==> src/rtl/mem_access_pkg.sv <==
// mem_access_pkg: shared encodings for the memory access unit.
//   op_e    - decoded memory operation (none / load / store / reserved)
//   size_e  - access size (byte / half / word / dword)
//   state_e - access FSM state, also exported on the debug port
//   size_mask() - byte-lane mask for an access size, LSB-aligned
package mem_access_pkg;

  typedef enum logic [1:0] {
    OP_NONE = 2'b00,
    OP_LDR  = 2'b01,
    OP_STR  = 2'b10,
    OP_RSVD = 2'b11
  } op_e;

  typedef enum logic [1:0] {
    SZ_BYTE  = 2'b00,
    SZ_HALF  = 2'b01,
    SZ_WORD  = 2'b10,
    SZ_DWORD = 2'b11
  } size_e;

  typedef enum logic [1:0] {
    ST_IDLE  = 2'b00,
    ST_REQ   = 2'b01,
    ST_RSP   = 2'b10,
    ST_DRAIN = 2'b11
  } state_e;

  function automatic logic [7:0] size_mask(input size_e size);
    logic [7:0] m;
    case (size)
      SZ_BYTE: m = 8'h01;
      SZ_HALF: m = 8'h03;
      SZ_WORD: m = 8'h0F;
      default: m = 8'hFF;
    endcase
    return m;
  endfunction

endpackage

==> src/rtl/mem_access_unit_lane_align.sv <==
// mem_lane_align: purely combinational data steering between register
// and memory bus views.
//   size_i, signed_i, lane_i - access descriptor (lane = byte offset in bus)
//   wdata_i    -> wdata_rep_o : store data replicated across every lane
//   be_o                      : byte enables, size mask shifted to the lane
//   rdata_i    -> rdata_ext_o : load data shifted down, truncated, extended
module mem_lane_align
  import mem_access_pkg::*;
#(
  parameter int DATA_W = 32,
  localparam int NB     = DATA_W / 8,
  localparam int LANE_W = $clog2(NB)
) (
  input  size_e             size_i,
  input  logic              signed_i,
  input  logic [LANE_W-1:0] lane_i,
  input  logic [DATA_W-1:0] wdata_i,
  input  logic [DATA_W-1:0] rdata_i,
  output logic [NB-1:0]     be_o,
  output logic [DATA_W-1:0] wdata_rep_o,
  output logic [DATA_W-1:0] rdata_ext_o
);

  logic [NB-1:0]     mask;
  logic [DATA_W-1:0] shifted;
  logic [DATA_W-1:0] keep;
  logic              sign_bit;

  assign mask = NB'(size_mask(size_i));
  assign be_o = mask << lane_i;

  // Each bus byte takes the store byte at the same position modulo the
  // access size, so the memory sees valid data whichever lane is enabled.
  always_comb begin
    wdata_rep_o = '0;
    for (int i = 0; i < NB; i++) begin
      case (size_i)
        SZ_BYTE: wdata_rep_o[i*8 +: 8] = wdata_i[7:0];
        SZ_HALF: wdata_rep_o[i*8 +: 8] = wdata_i[(i%2)*8 +: 8];
        SZ_WORD: wdata_rep_o[i*8 +: 8] = wdata_i[(i%4)*8 +: 8];
        default: wdata_rep_o[i*8 +: 8] = wdata_i[(i%NB)*8 +: 8];
      endcase
    end
  end

  // Extension is done with a keep-mask rather than concatenations so the
  // word case still elaborates cleanly when DATA_W is 32.
  always_comb begin
    shifted = rdata_i >> {lane_i, 3'b000};
    case (size_i)
      SZ_BYTE: begin keep = DATA_W'(8'hFF);        sign_bit = shifted[7];        end
      SZ_HALF: begin keep = DATA_W'(16'hFFFF);     sign_bit = shifted[15];       end
      SZ_WORD: begin keep = DATA_W'(32'hFFFF_FFFF); sign_bit = shifted[31];      end
      default: begin keep = '1;                    sign_bit = shifted[DATA_W-1]; end
    endcase
    rdata_ext_o = (shifted & keep) | ((signed_i && sign_bit) ? ~keep : '0);
  end

endmodule

==> src/rtl/mem_access_unit.sv <==
// mem_access_unit: pipeline memory stage. Runs one LDR/STR at a time against
// an external data memory with variable latency.
//   in_*        upstream op channel (accept = in_valid && in_ready)
//   cur_epoch   global branch epoch; ops from another epoch are dropped
//   flush       suppresses the writeback of the op in flight
//   mem_req_*   request channel (accept = mem_req_valid && mem_req_ready)
//   mem_rsp_*   load response (valid only, no back-pressure)
//   wb_*        one-cycle register writeback per completed load
//   err_*       one-cycle error pulses
//   dbg_state   current FSM state
// Handshakes: a transfer happens on a cycle where valid and ready are both
// high; while valid is high and ready low, the sender holds every field
// stable. in_ready is high only in IDLE; the memory channel never drops
// mem_req_valid until the request is accepted.
module mem_access_unit
  import mem_access_pkg::*;
#(
  parameter int DATA_W  = 32,
  parameter int ADDR_W  = 32,
  parameter int EPOCH_W = 1,
  parameter int TIMEOUT = 255,
  localparam int NB     = DATA_W / 8,
  localparam int LANE_W = $clog2(NB),
  localparam int CNT_W  = (TIMEOUT > 1) ? $clog2(TIMEOUT) : 1
) (
  input  logic               clk,
  input  logic               rst,
  input  logic               in_valid,
  output logic               in_ready,
  input  logic [1:0]         in_op,
  input  logic [1:0]         in_size,
  input  logic               in_signed,
  input  logic [ADDR_W-1:0]  in_addr,
  input  logic [DATA_W-1:0]  in_wdata,
  input  logic [3:0]         in_rd,
  input  logic [EPOCH_W-1:0] in_epoch,
  input  logic [EPOCH_W-1:0] cur_epoch,
  input  logic               flush,
  output logic               stall,
  output logic               mem_req_valid,
  input  logic               mem_req_ready,
  output logic               mem_req_we,
  output logic [ADDR_W-1:0]  mem_req_addr,
  output logic [DATA_W-1:0]  mem_req_wdata,
  output logic [NB-1:0]      mem_req_be,
  input  logic               mem_rsp_valid,
  input  logic [DATA_W-1:0]  mem_rsp_rdata,
  output logic               wb_valid,
  output logic [3:0]         wb_rd,
  output logic [DATA_W-1:0]  wb_data,
  output logic               err_misalign,
  output logic               err_timeout,
  output state_e             dbg_state
);

  state_e             state_q;
  logic               we_q;
  size_e              size_q;
  logic               signed_q;
  logic [ADDR_W-1:0]  addr_q;
  logic [DATA_W-1:0]  wdata_q;
  logic [3:0]         rd_q;
  logic [EPOCH_W-1:0] epoch_q;
  logic               flush_q;
  logic [CNT_W-1:0]   cnt_q;
  logic               wb_valid_q;
  logic [3:0]         wb_rd_q;
  logic [DATA_W-1:0]  wb_data_q;
  logic               err_mis_q;
  logic               err_to_q;

  logic               is_mem_op;
  logic               misaligned;
  logic               flush_evt;
  logic               timeout_hit;
  logic               in_req;
  logic [NB-1:0]      be;
  logic [DATA_W-1:0]  wdata_rep;
  logic [DATA_W-1:0]  rdata_ext;

  assign is_mem_op = (in_op == OP_LDR) || (in_op == OP_STR);

  always_comb begin
    misaligned = 1'b0;
    case (size_e'(in_size))
      SZ_HALF:  misaligned = in_addr[0];
      SZ_WORD:  misaligned = |in_addr[1:0];
      SZ_DWORD: misaligned = (|in_addr[2:0]) || (DATA_W == 32);
      default:  misaligned = 1'b0;
    endcase
  end

  // A branch that moved the epoch away from the op's own epoch kills its
  // writeback exactly like an explicit flush.
  assign flush_evt   = flush || (cur_epoch != epoch_q);
  assign timeout_hit = (TIMEOUT != 0) && (cnt_q == CNT_W'(TIMEOUT - 1));

  mem_lane_align #(.DATA_W(DATA_W)) u_align (
    .size_i      (size_q),
    .signed_i    (signed_q),
    .lane_i      (addr_q[LANE_W-1:0]),
    .wdata_i     (wdata_q),
    .rdata_i     (mem_rsp_rdata),
    .be_o        (be),
    .wdata_rep_o (wdata_rep),
    .rdata_ext_o (rdata_ext)
  );

  always_ff @(posedge clk or posedge rst) begin
    if (rst) begin
      state_q    <= ST_IDLE;
      we_q       <= 1'b0;
      size_q     <= SZ_BYTE;
      signed_q   <= 1'b0;
      addr_q     <= '0;
      wdata_q    <= '0;
      rd_q       <= '0;
      epoch_q    <= '0;
      flush_q    <= 1'b0;
      cnt_q      <= '0;
      wb_valid_q <= 1'b0;
      wb_rd_q    <= '0;
      wb_data_q  <= '0;
      err_mis_q  <= 1'b0;
      err_to_q   <= 1'b0;
    end else begin
      wb_valid_q <= 1'b0;
      err_mis_q  <= 1'b0;
      err_to_q   <= 1'b0;
      case (state_q)
        ST_IDLE: begin
          if (in_valid) begin
            we_q     <= (in_op == OP_STR);
            size_q   <= size_e'(in_size);
            signed_q <= in_signed;
            addr_q   <= in_addr;
            wdata_q  <= in_wdata;
            rd_q     <= in_rd;
            epoch_q  <= in_epoch;
            flush_q  <= 1'b0;
            // Squash takes precedence over the alignment check: an op from
            // a dead epoch never raises an error.
            if (is_mem_op && (in_epoch == cur_epoch)) begin
              if (misaligned) err_mis_q <= 1'b1;
              else            state_q   <= ST_REQ;
            end
          end
        end
        ST_REQ: begin
          if (flush_evt) flush_q <= 1'b1;
          if (mem_req_ready) begin
            if (we_q) begin
              state_q <= ST_IDLE;
              flush_q <= 1'b0;
            end else begin
              state_q <= ST_RSP;
              cnt_q   <= '0;
            end
          end
        end
        ST_RSP: begin
          if (flush_evt) flush_q <= 1'b1;
          cnt_q <= cnt_q + 1'b1;
          // The timeout wins over a coincident response; that response is
          // then treated as unrelated and DRAIN waits for the next one.
          if (timeout_hit) begin
            err_to_q <= 1'b1;
            state_q  <= ST_DRAIN;
          end else if (mem_rsp_valid) begin
            wb_valid_q <= !(flush_q || flush_evt);
            wb_rd_q    <= rd_q;
            wb_data_q  <= rdata_ext;
            state_q    <= ST_IDLE;
            flush_q    <= 1'b0;
          end
        end
        ST_DRAIN: begin
          if (mem_rsp_valid) begin
            state_q <= ST_IDLE;
            flush_q <= 1'b0;
          end
        end
        default: state_q <= ST_IDLE;
      endcase
    end
  end

  assign in_req        = (state_q == ST_REQ);
  assign in_ready      = (state_q == ST_IDLE);
  assign stall         = in_valid && !in_ready;
  assign mem_req_valid = in_req;
  assign mem_req_we    = in_req && we_q;
  assign mem_req_addr  = in_req ? {addr_q[ADDR_W-1:LANE_W], LANE_W'(0)} : '0;
  assign mem_req_wdata = in_req ? wdata_rep : '0;
  assign mem_req_be    = in_req ? be : '0;
  assign wb_valid      = wb_valid_q;
  assign wb_rd         = wb_rd_q;
  assign wb_data       = wb_data_q;
  assign err_misalign  = err_mis_q;
  assign err_timeout   = err_to_q;
  assign dbg_state     = state_q;

endmodule

==> config.mk <==
export PLATFORM = sky130hd
export DESIGN_NAME = mem_access_unit
export DESIGN_NICKNAME = d
export VERILOG_FILES = /design/src/rtl/mem_access_pkg.sv /design/src/rtl/mem_access_unit_lane_align.sv /design/src/rtl/mem_access_unit.sv
export SDC_FILE = /design/constraint.sdc
export NUM_CORES = 1
export LEC_CHECK = 0
export CORE_MARGIN = 1.5
export CORE_UTILIZATION = 49
export DETAILED_ROUTE_END_ITERATION = 10
export GPL_ROUTABILITY_DRIVEN = 0
export PLACE_DENSITY = 0.87
export SYNTH_ARGS = -nofsm -noshare
export SYNTH_HDL_FRONTEND = slang
export SYNTH_SLANG_ARGS = --single-unit
==> constraint.sdc <==
create_clock -name clk -period 6.6 [get_ports clk]
set_input_delay 1.65 -clock clk [delete_from_list [all_inputs] [get_ports clk]]
set_output_delay 1.65 -clock clk [all_outputs]
set_load 0.01 [all_outputs]
======== Yosys cells after proc, flatten, opt, wreduce, memory -nomap -nowiden ========
Index checks and enable logic that the tools add are counted.
word-level totals
  input port bits ......................... 113
  flip-flop bits (word level) ............. 123
  logic and storage cells ................. 99
  output and inout port bits .............. 113
operators by class
  eq/ne operators ......................... 19
  multiplexer cells ....................... 39
  shift operators ......................... 2
  bitwise gates (word level) .............. 4
  add/sub/neg operators ................... 1
  reduce and logical (&&, ||, !) cells .... 19
operators by type and width
  operator                                                                number
  32-bit 2-to-1 mux                                                       3
  32-bit one-hot mux with 2 select lines                                  1
  32-bit AND                                                              1
  8-bit 2-to-1 mux                                                        4
  32-bit inverter                                                         1
  32-bit OR                                                               1
  8-bit one-hot mux with 2 select lines                                   2
  32-bit by 5-bit >> shifter with 32-bit output                           1
  1-bit 2-to-1 mux                                                        16
  2-bit 2-to-1 mux                                                        7
  2-bit equality test (second input constant)                             6
  4-bit one-hot mux with 3 select lines                                   1
  2-bit inequality test (second input constant)                           5
  8-bit by 1-bit adder with 8-bit output (second input constant)          1
  2-bit by 1-bit equality test with 1-bit output (second input constant)  4
  8-bit equality test (second input constant)                             1
  2-bit one-hot mux with 4 select lines                                   1
  3-bit AND reduction                                                     2
  1-bit logical AND                                                       4
  2-bit zero test                                                         2
  4-bit 2-to-1 mux                                                        1
  1-bit one-hot mux with 4 select lines                                   1
  2-bit AND reduction                                                     2
  4-bit AND reduction                                                     1
  other kinds (11)                                                        15

======== Logic depth before layout (Yosys ltp) ========
Gate-level depths: netlist of the first run.
  depth after elaboration ................. 7
  depth in mapped cells ................... 8
  gate-level depth less buffers ........... 6

======== Modules after synthesis ========
Synthesis of the first run repeated with hierarchy kept, for this count alone.
unflattened totals
  cells, all modules ...................... 585
  area total of the unflattened synthesis .. 6,791.5 um2
modules (own cells, without submodules)
  module           cells an instance  seq. area each (um2)  instances  area each (um2)
  mem_access_unit  407                3,078.0               1          5,499.0
  mem_lane_align   178                0.0                   1          1,292.5

======== Least setup slack after synthesis of the first run ========
Ideal clock, no wire load.
  kind .................................... in2out
  from .................................... input in_valid
  to ...................................... output stall
  path buffers ............................ 0
  stages .................................. 1
  setup slack ............................. 3.103 ns
  data required time ...................... 4.950 ns
  arrival ................................. 1.847 ns
  cell sequence ........................... nor2b_1
between the ends
  word-level cells in the longest chain between the ends .. 1
RTL lines
  element             RTL line                RTL
  start: declaration  mem_access_unit.sv:28   input logic in_valid,
  1-bit logical AND   mem_access_unit.sv:190  assign stall = in_valid && !in_ready;
  end: declaration    mem_access_unit.sv:39   output logic stall,
No other way between the ends.

======== Worst setup path in the final report of the first run ========
  from .................................... register size_q[0]
  to ...................................... output mem_req_wdata[13]
between the ends
  word-level cells in the longest chain between the ends .. 3
RTL lines
  element                   RTL line                          RTL
  start: declaration        mem_access_unit.sv:58             size_e size_q;
  start signal: assignment  mem_access_unit.sv:134            size_q <= size_e'(in_size);
  2-bit zero test           mem_access_unit_lane_align.sv:37  case (size_i)
  8-bit 2-to-1 mux          mem_access_unit_lane_align.sv:37
  32-bit 2-to-1 mux         mem_access_unit.sv:194            assign mem_req_wdata = in_req ? wdata_rep : '0;
  end: declaration          mem_access_unit.sv:44             output logic [DATA_W-1:0] mem_req_wdata,
No other way between the ends.

==> impl_results.rst, run 1 <==
.. list-table::
   :header-rows: 1

   * - Metric
     - Value
   * - Global-route usage over all layers
     - about a quarter
   * - Maximum net fanout on the critical path
     - 17
   * - Row cnt
     - 40
   * - Post-DR vias/cell
     - between 5 and 6
   * - Synth warnings
     - 0
   * - Clock tree from TritonCTS
     - yes
   * - Wire length of the first global-routing pass
     - between 20000 and 30000 um
   * - Nature of the critical path startpoint
     - flop
   * - Worst setup margin
     - 1970 ps
   * - Sequential share of the synthesized area
     - 50.0%
   * - Fmax
     - roughly 0.22 GHz
   * - Clock network latency to the later pin of the worst-skew pair
     - 410 ps
   * - Vias in the first global route
     - 5503
   * - Setup Buffers After CTS
     - 0
   * - Fin nets
     - 918
   * - Area delta synth->final
     - 45.8%
   * - Final-layout worst hold slack
     - roughly 470 ps
   * - Worst setup skew after layout
     - 4.03 ps
   * - Number of library cell types mapped by synthesis
     - 43
   * - Endpoint arrival time on the critical path
     - 2980 ps
   * - Average wire length per cell after detail routing
     - around 18 um
   * - Slew Viols, Final
     - 0
   * - Total of fill cells in the finished design
     - between 800 and 900
   * - Total global routing overflow
     - 0
   * - FF+latch count, synth
     - between 100 and 150
   * - First DRT Iteration DRCs
     - about 330
   * - Final number of hold-violating endpoints
     - 0
   * - Pin count of the biggest net entering global routing
     - 80
   * - Final period util
     - 70.2%
   * - Result of the run
     - complete, no violations
   * - Utilization after layout
     - approximately 74%
   * - Required time at the endpoint of the critical path
     - 4950 ps
   * - Number of buffers on the longest clock path
     - 2
   * - Number of CTS-inserted buffers
     - 17
   * - DRC viols
     - 0
   * - Number of nets still failing antenna checks after routing
     - 0
   * - RSZ-0062 raised after global routing
     - false
   * - Vertical die dimension
     - ~120 um
   * - Deepest level of the CTS H-tree
     - 4
   * - Gate count of the mapped netlist
     - 590
   * - Final Critical Period
     - 4630 ps
   * - Relative slew slack
     - approximately 17%
   * - Number of resized instances in the post-cts repair step
     - 0
   * - Crit Path Category
     - flop to output pin
   * - Minimum setup slack after placement
     - 2030 ps
   * - Type of the worst min-delay path
     - flop to flop
   * - Starting Density
     - 50.8%
   * - Syn Std Cell Area
     - 6160 um2
   * - Die area
     - between 10000 and 15000 um2
   * - DPL Wire Length
     - 12400 um
   * - Overall routed net length
     - 17400 um
   * - Floorplan core area
     - 12100 um2
   * - Num ports
     - 226
   * - Endpoint type of the worst setup path
     - output pin
   * - Max capacitance violation total
     - 0
   * - Count of hold-fix buffers inserted at cts
     - 0
   * - Sum of negative setup slack
     - 0 ps
   * - Register clock-pin slew on the reported worst setup and hold paths
     - ~50 ps
   * - Power density over the cells
     - 496 nW/um2
   * - Cell at the root of the clock tree
     - sky130_fd_sc_hd__clkbuf_16
   * - Die Wd
     - around 120 um
   * - Slew at the pin closest to its max-slew limit
     - 1240 ps
   * - Count of TritonRoute iterations in the first routing pass
     - 4
   * - Number of clock sinks
     - approximately 120
   * - Average size of a mapped cell
     - 10.4 um2
   * - Count of final setup violators
     - 0
   * - Antenna violations before repair
     - 0
   * - Static Leak
     - 0.00378 uW
   * - Total vias in the final route
     - 5317
   * - Antenna diodes
     - 0
   * - Number of port buffers
     - 223
   * - IR drop worst, VDD
     - 0.286 mV
   * - Share of post-route cells with drive strength above 1
     - 15.1%
## metal layers
layer | up-vias | wire, um | global-route usage (%)
li1 | 2460 | - | -
met1 | 2616 | 6900 | 30.7
met2 | 205 | 8940 | 46.8
met3 | 36 | 1140 | 7.38
met4 | 0 | 421 | 10.7
met5 | - | 0 | 0
## layout make-up
cell class / count / area, um2 / area share, %
Clock inverter: 4 / 20.0 / 0.223
Multi-Input combinational cell: 414 / 2870 / 32.0
Timing Repair Buffer: 227 / 2260 / 25.2
Tap cell: 168 / 210 / 2.34
Clock buffer: 24 / 472 / 5.26
Sequential cell: 123 / 3080 / 34.3
Inverter: 15 / 58.8 / 0.655
## registers in the layout, indices dropped and copies added, names as in the netlist
signal        flops
cnt_q             8
signed_q          1
err_timeout       1
addr_q           32
wb_valid          1
rd_q              4
dbg_state         2
flush_q           1
size_q            2
wb_rd             4
wdata_q          32
err_misalign      1
epoch_q           1
we_q              1
wb_data          32
## per-stage QoR
step,instance area (um2),cells,total power [uW]
floorplan,6160,591,2610
global placement,8480,947,3570
detailed placement,8480,947,3660
CTS,8970,975,4470
global route,8970,975,4720
finish,8970,975,4450
## report_power, final
part           switching [uW]  leakage, uW  total, uW  internal, uW
Combinational            1020      0.00205       2250          1230
Sequential                297      0.00149       1410          1110
Clock                     300     0.000245        787           487
Total                    1620      0.00378       4450          2830
## logic make-up (layout without fill, tap and decap cells)
group           count (synthesis)  count (layout)  share of synthesized area [%]
compound gates                108             108                           10.6
xor+xnor                        2               2                          0.285
fa+ha+maj                       7               7                           1.42
buf+inv                        54             270                           3.52
flops                         123             123                           50.0
mux                           113             113                           20.4
other cells                     1               2                         0.0609
simple gates                  182             182                           13.7
## synth_stat cells
cell type                  count  area share [%]
sky130_fd_sc_hd__dfrtp_1     123              50
sky130_fd_sc_hd__mux2_2       89              16
sky130_fd_sc_hd__nand2_1      62             3.8
sky130_fd_sc_hd__nor2_1       56             3.4
sky130_fd_sc_hd__a21oi_1      46             3.7
sky130_fd_sc_hd__and2_1       41             4.2
sky130_fd_sc_hd__clkbuf_1     29             1.8
sky130_fd_sc_hd__mux2i_1      23             3.7
sky130_fd_sc_hd__o21ai_0      18             1.5
sky130_fd_sc_hd__inv_1        14            0.85
sky130_fd_sc_hd__o31ai_1      11             1.3
sky130_fd_sc_hd__a221oi_1      9             1.3
sky130_fd_sc_hd__a31oi_1       8            0.81
sky130_fd_sc_hd__ha_1          7             1.4
sky130_fd_sc_hd__buf_2         5            0.41
sky130_fd_sc_hd__o22ai_1       4            0.41
sky130_fd_sc_hd__buf_1         3            0.18
sky130_fd_sc_hd__nand3_1       3            0.24
sky130_fd_sc_hd__nor2b_1       3            0.30
sky130_fd_sc_hd__nor3_1        3            0.24
sky130_fd_sc_hd__or3_1         3            0.30
sky130_fd_sc_hd__a22oi_1       2            0.24
sky130_fd_sc_hd__buf_4         2            0.24
sky130_fd_sc_hd__nand2b_1      2            0.20
sky130_fd_sc_hd__nand4_1       2            0.20
sky130_fd_sc_hd__nor4_1        2            0.20
sky130_fd_sc_hd__o211ai_1      2            0.24
sky130_fd_sc_hd__o21a_1        2            0.24
sky130_fd_sc_hd__xor2_1        2            0.28
sky130_fd_sc_hd__a211oi_1      1            0.12
sky130_fd_sc_hd__a221o_1       1            0.16
sky130_fd_sc_hd__and3_1        1            0.10
sky130_fd_sc_hd__clkinv_1      1           0.061
sky130_fd_sc_hd__conb_1        1           0.061
sky130_fd_sc_hd__mux4_2        1            0.37
sky130_fd_sc_hd__nor4b_1       1            0.14
sky130_fd_sc_hd__o211a_1       1            0.16
sky130_fd_sc_hd__o21ai_1       1           0.081
sky130_fd_sc_hd__o21ba_2       1            0.16
sky130_fd_sc_hd__o41ai_1       1            0.14
sky130_fd_sc_hd__or2_2         1            0.10
sky130_fd_sc_hd__or3b_2        1            0.14
sky130_fd_sc_hd__or4b_1        1            0.16
## placed cells by master (no fill, tap or decap), types with 2 or more instances in the layout
cell                              Yosys  layout
sky130_fd_sc_hd__nor4_1               2       2
sky130_fd_sc_hd__and2_1              41      41
sky130_fd_sc_hd__dfrtp_1            123     123
sky130_fd_sc_hd__inv_1               14      13
sky130_fd_sc_hd__clkbuf_16            0      17
sky130_fd_sc_hd__nand2_1             62      61
sky130_fd_sc_hd__nand2b_1             2       2
sky130_fd_sc_hd__o21ai_0             18      18
sky130_fd_sc_hd__clkinv_2             0       4
sky130_fd_sc_hd__buf_4                2       4
sky130_fd_sc_hd__clkdlybuf4s50_1      0     223
sky130_fd_sc_hd__ha_1                 7       7
sky130_fd_sc_hd__o22ai_1              4       4
sky130_fd_sc_hd__a221oi_1             9       9
sky130_fd_sc_hd__nor2b_1              3       3
sky130_fd_sc_hd__mux2_2              89      89
sky130_fd_sc_hd__a22oi_1              2       2
sky130_fd_sc_hd__o21a_1               2       2
sky130_fd_sc_hd__clkbuf_1            29       5
sky130_fd_sc_hd__a31oi_1              8       8
sky130_fd_sc_hd__clkbuf_8             0       2
sky130_fd_sc_hd__or3_1                3       3
sky130_fd_sc_hd__o211ai_1             2       2
sky130_fd_sc_hd__o31ai_1             11      11
sky130_fd_sc_hd__nor2_1              56      56
sky130_fd_sc_hd__nand4_1              2       2
sky130_fd_sc_hd__mux2i_1             23      23
sky130_fd_sc_hd__conb_1               1       2
sky130_fd_sc_hd__a21oi_1             46      46
sky130_fd_sc_hd__nand3_1              3       3
sky130_fd_sc_hd__xor2_1               2       2
sky130_fd_sc_hd__nor3_1               3       3
## worst max-delay path: stages, from the launching register on
cell                              delay, ps
sky130_fd_sc_hd__dfrtp_1                610
sky130_fd_sc_hd__nor2_1                1050
sky130_fd_sc_hd__nand2_1                140
sky130_fd_sc_hd__a21oi_1                190
sky130_fd_sc_hd__clkdlybuf4s50_1        570
## path summary, 6_finish.rpt
kind / cells after the start / slack, ps / startpoint / end
worst max-delay path: 4 / 1970 / size_q[0]$_DFFE_PP0P_ / mem_req_wdata[13]
worst min register to register: 2 / 470 / rd_q[3]$_DFFE_PP0P_ / wb_rd[3]$_DFFE_PP0P_
worst min-delay path: 2 / 470 / rd_q[3]$_DFFE_PP0P_ / wb_rd[3]$_DFFE_PP0P_
min in group asynchronous: 2 / 1810 / rst / err_misalign$_DFF_PP0_
worst max register to register: 7 / 3890 / dbg_state[1]$_DFFE_PP0P_ / cnt_q[5]$_DFFE_PP0P_
max in group asynchronous: 3 / 3580 / rst / wb_data[4]$_DFFE_PP0P_
No activity file was read; power rests on OpenSTA's default activity.
==> inputs of run 2 (changes only) <==
--- a/config.mk
+++ b/config.mk
@@ -6,10 +6,10 @@
 export NUM_CORES = 1
 export LEC_CHECK = 0
 export CORE_MARGIN = 1.5
-export CORE_UTILIZATION = 49
+export CORE_UTILIZATION = 45
 export DETAILED_ROUTE_END_ITERATION = 10
 export GPL_ROUTABILITY_DRIVEN = 0
-export PLACE_DENSITY = 0.87
+export PLACE_DENSITY = 0.81
 export SYNTH_ARGS = -nofsm -noshare
 export SYNTH_HDL_FRONTEND = slang
 export SYNTH_SLANG_ARGS = --single-unit
==> constraint.sdc (replaced) <==
create_clock -name clk -period 4.5 [get_ports clk]
set_input_delay 1.125 -clock clk [delete_from_list [all_inputs] [get_ports clk]]
set_output_delay 1.125 -clock clk [all_outputs]
set_load 0.01 [all_outputs]
==> impl_results.rst, run 2 (synthesis results as in run 1) <==
.. list-table::
   :header-rows: 1

   * - Metric
     - Value
   * - Cell-by-cell listing of the critical path
     - clkinv_1 > a211oi_1 > clkdlybuf4s50_1
   * - Area delta synth->final
     - 47.7%
   * - Number of resized instances in the post-cts repair step
     - 0
   * - Clock network latency to the later pin of the worst-skew pair
     - 420 ps
   * - Fmax
     - 0.281 GHz
   * - Antenna violations before repair
     - 0
   * - Number of nets still failing antenna checks after routing
     - 0
   * - Wire length of the first global-routing pass
     - 27300 um
   * - Num ports
     - ~230
   * - Cell Area, Placed
     - 8530 um2
   * - Overall routed net length
     - 17100 um
   * - DPL Wire Length
     - roughly 12000 um
   * - Beginning of the critical path
     - addr_q[0]$_DFFE_PP0P_
   * - Type of the worst min-delay path
     - flop to flop
   * - Share of post-route cells with drive strength above 1
     - 16.2%
   * - IR drop worst, VDD
     - 0.420 mV
   * - Worst setup slack for register-to-register paths
     - 2110 ps
   * - Cell at the root of the clock tree
     - sky130_fd_sc_hd__clkbuf_16
   * - Worst-case reg-to-reg path depth
     - 5
   * - Crit Path Category
     - flop to output pin
   * - Die Wd
     - 120 um
   * - Relative slew slack
     - about a third
   * - Post-layout instance area
     - 9090 um2
   * - Register clock-pin slew on the reported worst setup and hold paths
     - roughly 60 ps
   * - Slew at the pin closest to its max-slew limit
     - approximately 1000 ps
   * - Vias in the first global route
     - 5417
   * - Worst setup skew after layout
     - 6.28 ps
   * - Pin count of the biggest net entering global routing
     - 75
   * - Vertical die dimension
     - 120 um
   * - Result of the run
     - complete, no violations
   * - Average wire length per cell after detail routing
     - 17.3 um
   * - Global-route usage over all layers
     - 24.3%
   * - Worst setup margin
     - 936 ps
   * - RSZ-0062 raised after global routing
     - false
   * - Final period util
     - 79.2%
   * - Max capacitance violation total
     - 0
   * - Total of fill cells in the finished design
     - around 980
   * - Number of buffers on the longest clock path
     - 2
   * - Critical Path Max Stage Delay
     - about 700 ps
   * - Nature of the critical path startpoint
     - flop
   * - Fin nets
     - just over 900
   * - Starting Density
     - 46.3%
   * - Deepest level of the CTS H-tree
     - 4
   * - Setup Buffers After CTS
     - 0
   * - Final number of hold-violating endpoints
     - 0
   * - Static Leak
     - 0.00384 uW
   * - Number of CTS-inserted buffers
     - 17
   * - Slowest cell on crit path
     - sky130_fd_sc_hd__dfrtp_1
   * - Startpoint of the tightest hold check path
     - rd_q[1]$_DFFE_PP0P_
   * - Worst path buffer plus inverter count
     - 2
   * - Clock tree from TritonCTS
     - yes
   * - Floorplan core area
     - 13300 um2
   * - Sum of negative setup slack
     - 0 ps
   * - Non-filler cells, final
     - 990
   * - Slew Viols, Final
     - 0
   * - Hold Path Cell Cnt
     - 2
   * - Placed instance count
     - 959
   * - Post-DR vias/cell
     - 5.38
   * - CP top delay family
     - buffers and inverters
   * - Commonest cells after routing, fill and taps aside
     - sky130_fd_sc_hd__clkdlybuf4s50_1, sky130_fd_sc_hd__dfrtp_1, sky130_fd_sc_hd__mux2_2, sky130_fd_sc_hd__nand2_1, sky130_fd_sc_hd__nor2_1
   * - Power density over the cells
     - between 700 and 800 nW/um2
   * - Count of final setup violators
     - 0
   * - Row cnt
     - 42
   * - Worst Hold End
     - wb_rd[1]$_DFFE_PP0P_
   * - Minimum setup slack after placement
     - 993 ps
   * - First DRT Iteration DRCs
     - between 300 and 400
   * - DRC viols
     - 0
   * - Count of hold-fix buffers inserted at cts
     - 0
   * - Number of port buffers
     - 223
   * - Most frequent standard cell in the layout excluding fill and tap cells
     - sky130_fd_sc_hd__clkdlybuf4s50_1
   * - Total global routing overflow
     - 0
   * - Required time at the endpoint of the critical path
     - 3380 ps
   * - Die area
     - 14400 um2
   * - Antenna diodes
     - 0
   * - Count of TritonRoute iterations in the first routing pass
     - 5
   * - Endpoint type of the worst setup path
     - output pin
   * - Number of clock sinks
     - 123
   * - Final Critical Period
     - about 3600 ps
   * - Startpoint of the worst-slack reg-to-reg timing path
     - addr_q[1]$_DFFE_PP0P_
   * - Endpoint arrival time on the critical path
     - 2440 ps
   * - Total vias in the final route
     - between 5000 and 6000
   * - Maximum net fanout on the critical path
     - 15
   * - Endpoint of the worst register-to-register path
     - wb_data[21]$_DFFE_PP0P_
   * - Power after layout
     - about 6700 uW
==> run 2: changes by cell type in the layout (fill, tap and decap cells not counted), sizes merged <==
cell and delta:
buf +4, clkinvlp +1, clkinv +2, bufinv +1, clkbuf -1
==> run 2: layer usage <==
| layer | track usage (%) | vias to the layer above | share of wire (%) |
|---|---|---|---|
| met3 | 6.70 | 33 | 7.4 |
| li1 | - | 2469 | - |
| met1 | 29.9 | 2603 | 40 |
| met2 | 40.5 | 222 | 50 |
| met5 | 0 | - | 0 |
| met4 | 9.90 | 0 | 2.1 |
==> run 2: area by class of cell <==
| cell class | instances | area [um2] | share of cell area (%) |
|---|---|---|---|
| tap | 176 | 220 | 2.42 |
| clock buffer | 23 | 488 | 5.37 |
| sequential | 123 | 3080 | 33.9 |
| timing repair buffer | 231 | 2300 | 25.4 |
| clock inverter | 8 | 67.6 | 0.743 |
| multi-input combinational | 414 | 2870 | 31.6 |
| inverter | 15 | 58.8 | 0.647 |
==> run 2: worst max path at each step <==
stage,to,cells past startpoint
after floorplan,addr_q[0]$_DFFE_PP0P_,1
after global placement,stall,3
after detailed placement,stall,3
after CTS,mem_req_be[1],3
after global routing,mem_req_be[1],3
final,mem_req_be[1],3
==> run 2: power breakdown <==
group | switching [uW] | leakage [uW] | internal [uW] | total [uW]
logic | 1520 | 0.00207 | 1830 | 3350
registers | 387 | 0.00149 | 1630 | 2020
clock network | 476 | 0.000278 | 807 | 1280
total | 2390 | 0.00384 | 4270 | 6650
==> run 2: through the flow <==
step                      hold slack [ps]  utilization (%)
after floorplan                       433                -
after global placement                456             64.2
after detailed placement              460             64.2
after CTS                             474             68.4
after global routing                  495             68.4
final                                 465             68.4
==> run 2: worst register-to-register path, cell delays in order, from the launching register on <==
cell	delay, ps
sky130_fd_sc_hd__dfrtp_1	590
sky130_fd_sc_hd__buf_4	320
sky130_fd_sc_hd__mux4_2	270
sky130_fd_sc_hd__o22ai_1	80
sky130_fd_sc_hd__or4b_1	770
sky130_fd_sc_hd__a21oi_1	270
==> inputs of run 3 (changes only) <==
==> constraint.sdc (replaced) <==
create_clock -name clk -period 3.6 [get_ports clk]
set_input_delay 0.9 -clock clk [delete_from_list [all_inputs] [get_ports clk]]
set_output_delay 0.9 -clock clk [all_outputs]
set_load 0.01 [all_outputs]
==> impl_results.rst, run 3 (synthesis results as in run 1) <==
.. list-table::
   :header-rows: 1

   * - Metric
     - Value
   * - Slew at the pin closest to its max-slew limit
     - 991 ps
   * - Static Leak
     - 0.00386 uW
   * - First DRT Iteration DRCs
     - about 360
   * - Setup Buffers After CTS
     - 0
   * - Comb power frac
     - 48.9%
   * - DPL Wire Length
     - 12100 um
   * - Required time at the endpoint of the critical path
     - 2700 ps
   * - Post-DR vias/cell
     - 5.37
   * - Switching power share of the total
     - 35.5%
   * - Fin nets
     - 922
   * - Total vias in the final route
     - 5318
   * - Cell at the root of the clock tree
     - sky130_fd_sc_hd__clkbuf_16
   * - Pin count of the biggest net entering global routing
     - 124
   * - Starting Density
     - 46.3%
   * - Share of total power in the clock network
     - 21.9%
   * - Cell-by-cell listing of the critical path
     - inv_1 > ha_1 > inv_1 > nor2_1 > clkdlybuf4s50_1
   * - Wire length of the first global-routing pass
     - 27800 um
   * - Number of nets still failing antenna checks after routing
     - 0
   * - Total of fill cells in the finished design
     - 943
   * - Switching power summed over all nets
     - 3060 uW
   * - Most frequent standard cell in the layout excluding fill and tap cells
     - sky130_fd_sc_hd__clkdlybuf4s50_1
   * - Power density over the cells
     - 939 nW/um2
   * - Vias in the first global route
     - about 5500
   * - Commonest cells after routing, fill and taps aside
     - sky130_fd_sc_hd__clkdlybuf4s50_1, sky130_fd_sc_hd__dfrtp_1, sky130_fd_sc_hd__mux2_2, sky130_fd_sc_hd__nand2_1, sky130_fd_sc_hd__nor2_1
   * - Relative contribution of sequential cells to total power
     - 29.2%
   * - Slew Viols, Final
     - 0
   * - Antenna violations before repair
     - 1
   * - Register clock-pin slew on the reported worst setup and hold paths
     - 60 ps
   * - Number of buffers on the longest clock path
     - 2
   * - DRC viols
     - 0
   * - Clock tree from TritonCTS
     - yes
   * - Global-route usage over all layers
     - about 25%
   * - Final Critical Period
     - 3440 ps
   * - Average wire length per cell after detail routing
     - 17.6 um
   * - Row cnt
     - 42
   * - Num ports
     - 226
   * - Slowest cell on crit path
     - sky130_fd_sc_hd__inv_1
   * - Die area
     - 14400 um2
   * - Count of hold-fix buffers inserted at cts
     - 0
   * - Cell-internal power
     - 5570 uW
   * - IR drop worst, VDD
     - 0.626 mV
   * - Result of the run
     - complete, no violations
   * - Count of final setup violators
     - 0
   * - Total routed wire length on the met1 layer
     - 7020 um
   * - RSZ-0062 raised after global routing
     - true
   * - Cell Area, Placed
     - 8540 um2
   * - Final-layout worst hold slack
     - 468 ps
   * - Nature of the critical path startpoint
     - flop
   * - Critical Path Max Stage Delay
     - ~670 ps
   * - Maximum net fanout on the critical path
     - 30
   * - Type of the worst min-delay path
     - flop to flop
   * - Floorplan core area
     - 13300 um2
   * - Endpoint type of the worst setup path
     - output pin
   * - Final number of hold-violating endpoints
     - 0
   * - Antenna diodes
     - 0
   * - Fmax
     - approximately 0.29 GHz
   * - Number of CTS-inserted buffers
     - 17
   * - Topmost layer with routed signal wires
     - met5
   * - Count of TritonRoute iterations in the first routing pass
     - 5
   * - Overall routed net length
     - 17400 um
   * - Deepest level of the CTS H-tree
     - 4
   * - Number of clock sinks
     - 123
   * - Worst setup skew after layout
     - 5.12 ps
   * - Relative slew slack
     - 34.0%
   * - Vertical die dimension
     - around 120 um
   * - Met2 routed wirelength
     - 8710 um
   * - Crit path top cell by count
     - sky130_fd_sc_hd__inv_1
   * - Max capacitance violation total
     - 0
   * - Post-layout instance area
     - 9190 um2
   * - Share of post-route cells with drive strength above 1
     - 16.6%
   * - Die Wd
     - 120 um
   * - Crit Path Category
     - flop to output pin
   * - Area delta synth->final
     - 49.3%
   * - Routed length on met3
     - between 1000 and 1500 um
   * - Clock network latency to the later pin of the worst-skew pair
     - 420 ps
   * - Endpoint arrival time on the critical path
     - 2540 ps
   * - Total global routing overflow
     - 0
   * - Number of port buffers
     - approximately 220
   * - Final period util
     - 95.5%
run 3: changes by cell type in the layout (fill, tap and decap cells not counted), sizes merged:
cell      change
clkinvlp      +5
bufinv        +4
clkbuf        -5
clkinv        -3
run 3: what timing repair did:
item / 4_1_cts / 5_1_grt
gates resized for setup: 0 / 0
endpoints found under the hold margin: 0 / 0
endpoints found under the setup margin: 0 / 1
run 3: power groups by stage:
stage	combinational (uW)	clock, uW	sequential, uW
4_1_cts	4250	1910	2510
3_5_place_dp	4210	0	2530
2_1_floorplan	2330	0	2460
3_3_place_gp	4120	0	2480
5_1_grt	4570	1980	2600
6_report	4220	1890	2520
run 3: layout make-up:
| type | count | area [um2] | area share, % |
|---|---|---|---|
| timing repair buffer | 231 | 2300 | 25.1 |
| sequential | 123 | 3080 | 33.5 |
| clock buffer | 18 | 439 | 4.78 |
| clock inverter | 14 | 219 | 2.38 |
| inverter | 15 | 60.1 | 0.653 |
| tap | 176 | 220 | 2.40 |
| multi-input combinational | 414 | 2870 | 31.2 |
run 3: stage by stage:
step	setup slack [ps]	std cells	power [uW]	setup TNS [ps]	utilization (%)
after floorplan	1110	591	4790	0	-
after global placement	539	959	6600	0	64.2
after detailed placement	517	959	6730	0	64.2
after CTS	128	991	8680	0	69.2
after global routing	-8.02	991	9150	-8.02	69.2
final	162	991	8630	0	69.2
run 3: worst paths after layout:
check,start,to,slack (ps),cells after the start
min in group asynchronous,rst,we_q$_DFFE_PP0P_,970,3
worst min-delay path,rd_q[3]$_DFFE_PP0P_,wb_rd[3]$_DFFE_PP0P_,470,2
max in group asynchronous,rst,addr_q[30]$_DFFE_PP0P_,2050,3
worst max register to register,dbg_state[1]$_DFFE_PP0P_,cnt_q[5]$_DFFE_PP0P_,1180,6
worst max-delay path,dbg_state[1]$_DFFE_PP0P_,mem_req_wdata[25],160,5
worst min register to register,rd_q[3]$_DFFE_PP0P_,wb_rd[3]$_DFFE_PP0P_,470,2
run 3: layer usage:
| metal | track usage (%) | up-vias |
|---|---|---|
| met3 | 7.79 | 34 |
| met4 | 9.67 | 2 |
| met1 | 29.0 | 2615 |
| met5 | 0 | - |
| li1 | - | 2475 |
| met2 | 42.3 | 192 |
run 3: worst max-delay path: cells and delay by family, from the launching register on:
kind	cells	cell delay, ps
flops	1	430
fa+ha+maj	1	200
buf+inv	3	1290
simple gates	1	170
